$ cat src/rtl/pc_fetch_unit.sv
// Program counter and instruction fetch sequencer for the NPC206 next-PC unit.
// Define IFU_TIMEOUT_EN to add the WAIT-state response timeout and the sticky ERR state.
module pc_fetch_unit #(
   parameter logic [31:0] RESET_PC = 32'h0000_3000,
   parameter int unsigned TIMEOUT  = 16
) (
   input  logic        clk,
   input  logic        rst_n,
   input  logic [29:0] next_i_addr,
   output logic [29:0] pc_addr,
   output logic        imem_req,
   output logic [29:0] imem_addr,
   input  logic        imem_gnt,
   input  logic        imem_rvalid,
   input  logic [31:0] imem_rdata,
   output logic [31:0] instr,
   output logic        instr_valid,
   input  logic        instr_ready,
   output logic        fetch_err
);

   localparam logic [29:0] RESET_WORD = RESET_PC[31:2];

`ifdef IFU_TIMEOUT_EN
   typedef enum logic [2:0] {IDLE, REQ, WAIT, VALID, ERR} state_t;
`else
   typedef enum logic [2:0] {IDLE, REQ, WAIT, VALID} state_t;
`endif

   state_t      state_q, state_d;
   logic [29:0] pc_q, pc_d;
   logic [31:0] instr_q, instr_d;

`ifdef IFU_TIMEOUT_EN
   localparam int CW = $clog2(TIMEOUT + 1);

   logic [CW-1:0] wait_cnt_q;
   logic          timeout_hit;

   // Counts WAIT cycles without a response; a response on the final cycle still wins.
   always_ff @(posedge clk or negedge rst_n) begin
      if (!rst_n) begin
         wait_cnt_q <= '0;
      end else if (state_q == REQ && imem_gnt) begin
         wait_cnt_q <= '0;
      end else if (state_q == WAIT && !imem_rvalid) begin
         wait_cnt_q <= wait_cnt_q + CW'(1);
      end
   end

   assign timeout_hit = (wait_cnt_q == CW'(TIMEOUT - 1));
`endif

   always_ff @(posedge clk or negedge rst_n) begin
      if (!rst_n) begin
         state_q <= IDLE;
         pc_q    <= RESET_WORD;
         instr_q <= '0;
      end else begin
         state_q <= state_d;
         pc_q    <= pc_d;
         instr_q <= instr_d;
      end
   end

   // The PC only moves on the decode handshake, so NPC206 sees it stable for the whole fetch.
   always_comb begin
      state_d = state_q;
      pc_d    = pc_q;
      instr_d = instr_q;
      case (state_q)
         IDLE: begin
            state_d = REQ;
         end
         REQ: begin
            if (imem_gnt) begin
               state_d = WAIT;
            end
         end
         WAIT: begin
            if (imem_rvalid) begin
               instr_d = imem_rdata;
               state_d = VALID;
            end
`ifdef IFU_TIMEOUT_EN
            else if (timeout_hit) begin
               state_d = ERR;
            end
`endif
         end
         VALID: begin
            if (instr_ready) begin
               pc_d    = next_i_addr;
               state_d = REQ;
            end
         end
`ifdef IFU_TIMEOUT_EN
         ERR: begin
            state_d = ERR;
         end
`endif
         default: begin
            state_d = IDLE;
         end
      endcase
   end

   assign pc_addr     = pc_q;
   assign imem_addr   = pc_q;
   assign imem_req    = (state_q == REQ);
   assign instr       = instr_q;
   assign instr_valid = (state_q == VALID);
`ifdef IFU_TIMEOUT_EN
   assign fetch_err   = (state_q == ERR);
`else
   assign fetch_err   = 1'b0;
`endif

endmodule

$ cat config.mk
export PLATFORM = sky130hd
export DESIGN_NAME = pc_fetch_unit
export DESIGN_NICKNAME = d
export VERILOG_FILES = /design/src/rtl/pc_fetch_unit.sv
export SDC_FILE = /design/constraint.sdc
export NUM_CORES = 1
export LEC_CHECK = 0
export BUFFER_PORTS_ARGS = -buffer_cell sky130_fd_sc_hd__buf_4
export CELL_PAD_IN_SITES_DETAIL_PLACEMENT = 0
export CELL_PAD_IN_SITES_GLOBAL_PLACEMENT = 1
export CORE_ASPECT_RATIO = 1.5
export CORE_MARGIN = 4
export CORE_UTILIZATION = 35
export DETAILED_ROUTE_END_ITERATION = 12
export HOLD_SLACK_MARGIN = 0.05
export PLACE_DENSITY = 0.86
export SYNTH_ARGS = -nofsm -noshare
export SYNTH_HDL_FRONTEND = slang
export SYNTH_SLANG_ARGS = --single-unit
$ cat constraint.sdc
create_clock -name clk -period 2.2 [get_ports clk]
set_input_delay 0.44 -clock clk [delete_from_list [all_inputs] [get_ports clk]]
set_output_delay 0.44 -clock clk [all_outputs]
set_load 0.02 [all_outputs]
# Yosys cells after proc, flatten, opt, wreduce, memory -nomap -nowiden
# Cells that the tools add are included.
[classes]
n_eq_ne = 6
muxes = 4
n_reduce_logical = 4
[op_table]
columns = ["operator", "count"]
rows = [
  ["3-bit one-hot mux with 4 select lines", 1],
  ["3-bit 2-to-1 mux", 3],
  ["3-bit by 2-bit == test with 1-bit output (second input constant)", 2],
  ["2-bit by 1-bit inequality test with 1-bit output (second input constant)", 2],
  ["2-bit AND reduction", 2],
  ["3-bit by 1-bit == test with 1-bit output (second input constant)", 1],
  ["3-bit logical NOT", 1],
  ["3-bit AND reduction", 1],
  ["2-bit inequality test (second input constant)", 1],
]
[totals]
elab_cells = 17
reg_bits = 65
output_inout_bits = 95

# Depth between registers and ports, before layout
[logic_depth]
ltp_word = 3
mapped_depth = 5

# Worst setup path before layout
# OpenSTA, ideal clock, no wires.
[synth_path]
path_kind = "register to register"
from = "register state_q[0]"
to = "register pc_q[0] (netlist: imem_addr[0])"
arrival_time_ns = 1.351
required_time_ns = 2.075
slack_ns = 0.724
stages_incl_launch_ff = 5
path_cell_list = "dfrtp_1 ha_1 nand2_1 buf_2 mux2_2"
[synth_via]
elab_chain_cells = 2
[synth_lines]
columns = ["item", "line", "text"]
rows = [
  ["from (decl)", "30", "state_t state_q, state_d;"],
  ["from (signal assigned)", "60", "state_q <= state_d;"],
  ["3-bit by 2-bit == test with 1-bit output", "n/a", ""],
  ["net instr_valid", "17", "output logic instr_valid,"],
  ["2-bit AND reduction (no line)", "n/a", ""],
  ["to (signal assigned)", "61", "pc_q <= pc_d;"],
  ["to (decl)", "31", "logic [29:0] pc_q, pc_d;"],
]
# The timed path passes the listed nets, and every way through them passes these cells.
# A chain may end at the register's enable or synchronous reset.

# Worst setup path in the final report
[layout_path]
from = "register state_q[0]"
to = "register instr_q[18] (netlist: instr[18])"
[layout_via]
elab_chain_cells = 2
[layout_lines]
columns = ["item", "line", "text"]
rows = [
  ["3-bit by 2-bit == test with 1-bit output", "71", "case (state_q)"],
  ["2-bit AND reduction (no line)", "n/a", ""],
  ["to (signal assigned)", "62", "instr_q <= instr_d;"],
  ["to (decl)", "32", "logic [31:0] instr_q, instr_d;"],
]
# No other way between the ends.

==> impl_metrics.ini <==
[pwr]
seq_power_share = 0.322
comb_power_share = 0.529
ir_drop_uv = 728
p_int_uw = 4140
power.leakage_uw = 0.00199
power_density_nw_per_um2 = 1720
finalPower_uw = 6780
p_sw_uw = 2640
p_sw_frac = 0.389
pwr-share-clk = 0.148

[route]
wirelength_mm = 6.03
drc = 0
avgViaCountPerCell = 4.43
antenna_left = 0
top_layer_used = met4
wl_met3_um = 576
met1Wirelength_mm = 2.02
wl_met2_mm = 3.27
vias = 1857
wl_per_cell_um = 14.4
first_pass_iters = 4
first_iter_violations = 36

[cts]
cts_tree = built
cts.repair.resized = 0
htree_num_levels = 3
cts_buffer_depth = 2
post_cts_buffers = 0
clkTransAtPathRegs_ns = 0.07
clockRootBuffer = clkbuf_8
cts.sinks = 64
postCtsHoldBufs = 0
clock_latency_ns = 0.34
cts_buffers = 9

[sta]
fin_crit_sh = 0.744
setup-tns-final_ns = 0
fmax_mhz = 611
slew_headroom = 0.473
slew_violations = 0
hold_viol_final = 0
hold-worst-slack_ns = 0.197
tightest_slew_ns = 0.790
rsz0062_at_grt = no
period_minus_slack_ns = 1.64
fin_skew_ns = 0.00611
setup_viol = 0

[worst_setup_path]
crit_path_end_kind = register
path_delay_family = buffers and inverters
critPathLaunchType = register
critPathKind = register to register
cpMaxStageDelayCell = dfrtp_1
slowest_delay_ns = 0.40
cp.arrival_ns = 1.85
cp_max_fo = 32
cp_num_buf_inv = 2
path_cells = inv_1 -> ha_1 -> nand2_1 -> buf_4 -> mux2_2
cp.required_ns = 2.42

[run_status]
status = completed

[floorplan]
rows = 38
start_util = 0.365
die_area_um2 = 9130
fp.dieW_um = 79.4
die_height_um = 115
ioPinCount = 162
core_um2 = 7320

[final_layout]
ff_latch_area_um2 = 1600
multi_input_area_um2 = 790
fillers = 669
diodes = 0
nNetsFinal = 385
areaGrowthSynthToFinish_pct = 47.8
drive_gt1_frac = 0.752

[placement]
dp_hpwl_mm = 4.54
port_buffers = 160
gp_congestion = 0.735

[global_route]
antenna_found_initial = 0
grt_overflow = 0
first_global_vias = 1952
grt_max_degree = 65
track_usage = 0.133
grt_pass1_wl_mm = 9.16

[logic_synthesis]
synth-seq-cells = 64
syn_inst = 178
yosysWarnings = 0
synth_area_per_cell_um2 = 15.0
syn-num-nets = 249
synthesis.area_um2 = 2680
yosysUniqueCellTypes = 11
synth-seq-area-share = 0.600

[flow_run]
drv_cap = 0

[min_path]
hp-class = input port to asynchronous set/reset pin
[path summary, 6_finish.rpt]
kind | slack [ns] | cells after the start | startpoint | to
max | 0.56 | 5 | state_q[0] | instr[18]
min | 0.20 | 1 | rst_n | instr[19]
max reg2reg | 0.56 | 5 | state_q[0] | instr[18]
min reg2reg | 0.51 | 1 | instr[31] | instr[31]
max in group asynchronous | 1.50 | 1 | rst_n | imem_addr[15]
min in group clk | 0.33 | 2 | imem_rdata[27] | instr[27]
[state kept, by name, indices dropped and copies added, names as in the netlist]
register,count
imem_addr,30
instr,32
state_q,2
[per-stage QoR]
step | instance area [µm²] | setup WS (ns) | instances | utilization
CTS | 3950 | 0.531 | 419 | 0.540
global placement | 3750 | 0.622 | 403 | 0.513
floorplan | 2680 | 0.724 | 178 | -
detailed placement | 3750 | 0.563 | 403 | 0.513
global route | 3950 | 0.465 | 419 | 0.540
finish | 3950 | 0.563 | 419 | 0.540
[placed cells by master, fill, tap and decap left out, drive strengths merged, types with 2 or more instances in the layout]
master | netlist | layout
clkbuf | 0 | 13
dfstp | 2 | 2
inv | 5 | 5
ha | 4 | 4
dfrtp | 62 | 62
nand2 | 2 | 2
mux2 | 62 | 62
buf | 37 | 162
mux2i | 2 | 2
clkinv | 0 | 2
[worst reg2reg max path, cell delays in order (launching register included)]
cell and delay (ns):
dfrtp_1 0.40, inv_1 0.07, ha_1 0.21, nand2_1 0.06, buf_4 0.37, mux2_2 0.40
[Yosys cell counts]
cell type / number / area [µm²]
a222oi_1: 1 / 10.0
buf_2: 6 / 30.0
buf_4: 31 / 233
conb_1: 1 / 3.75
dfrtp_1: 62 / 1550
dfstp_2: 2 / 52.6
ha_1: 4 / 50.1
inv_1: 5 / 18.8
mux2_2: 62 / 698
mux2i_1: 2 / 20.0
nand2_1: 2 / 7.51
[power groups by stage]
| stage | combinational [µW] | clock (µW) | sequential (µW) |
|---|---|---|---|
| 3_5_place_dp | 3650 | 0 | 2210 |
| 6_report | 3590 | 1000 | 2190 |
| 5_1_grt | 3800 | 1090 | 2290 |
| 2_1_floorplan | 1650 | 0 | 2880 |
| 4_1_cts | 3650 | 1050 | 2200 |
| 3_3_place_gp | 3610 | 0 | 2180 |
[metal layers]
metal / up-vias / GRT usage
li1: 839 / -
met1: 912 / 0.136
met2: 93 / 0.233
met3: 13 / 0.0400
met4: 0 / 0.0826
met5: - / 0
[kinds of logic after synthesis]
logic type | share of synthesized area
buffers and inverters | 0.105
muxes | 0.268
other | 0.00140
AOI/OAI and AO/OA | 0.00374
and+or+nand+nor | 0.00281
DFF | 0.600
adders and majority gates | 0.0187
[final cells by class]
| class | instances | share of cell area |
|---|---|---|
| sequential | 64 | 0.406 |
| clock buffer | 13 | 0.0402 |
| multi-input combinational | 72 | 0.200 |
| clock inverter | 3 | 0.0101 |
| inverter | 5 | 0.00475 |
| tap | 100 | 0.0317 |
| timing repair buffer | 162 | 0.308 |
Note: power is estimated with default switching activity, not from simulation.
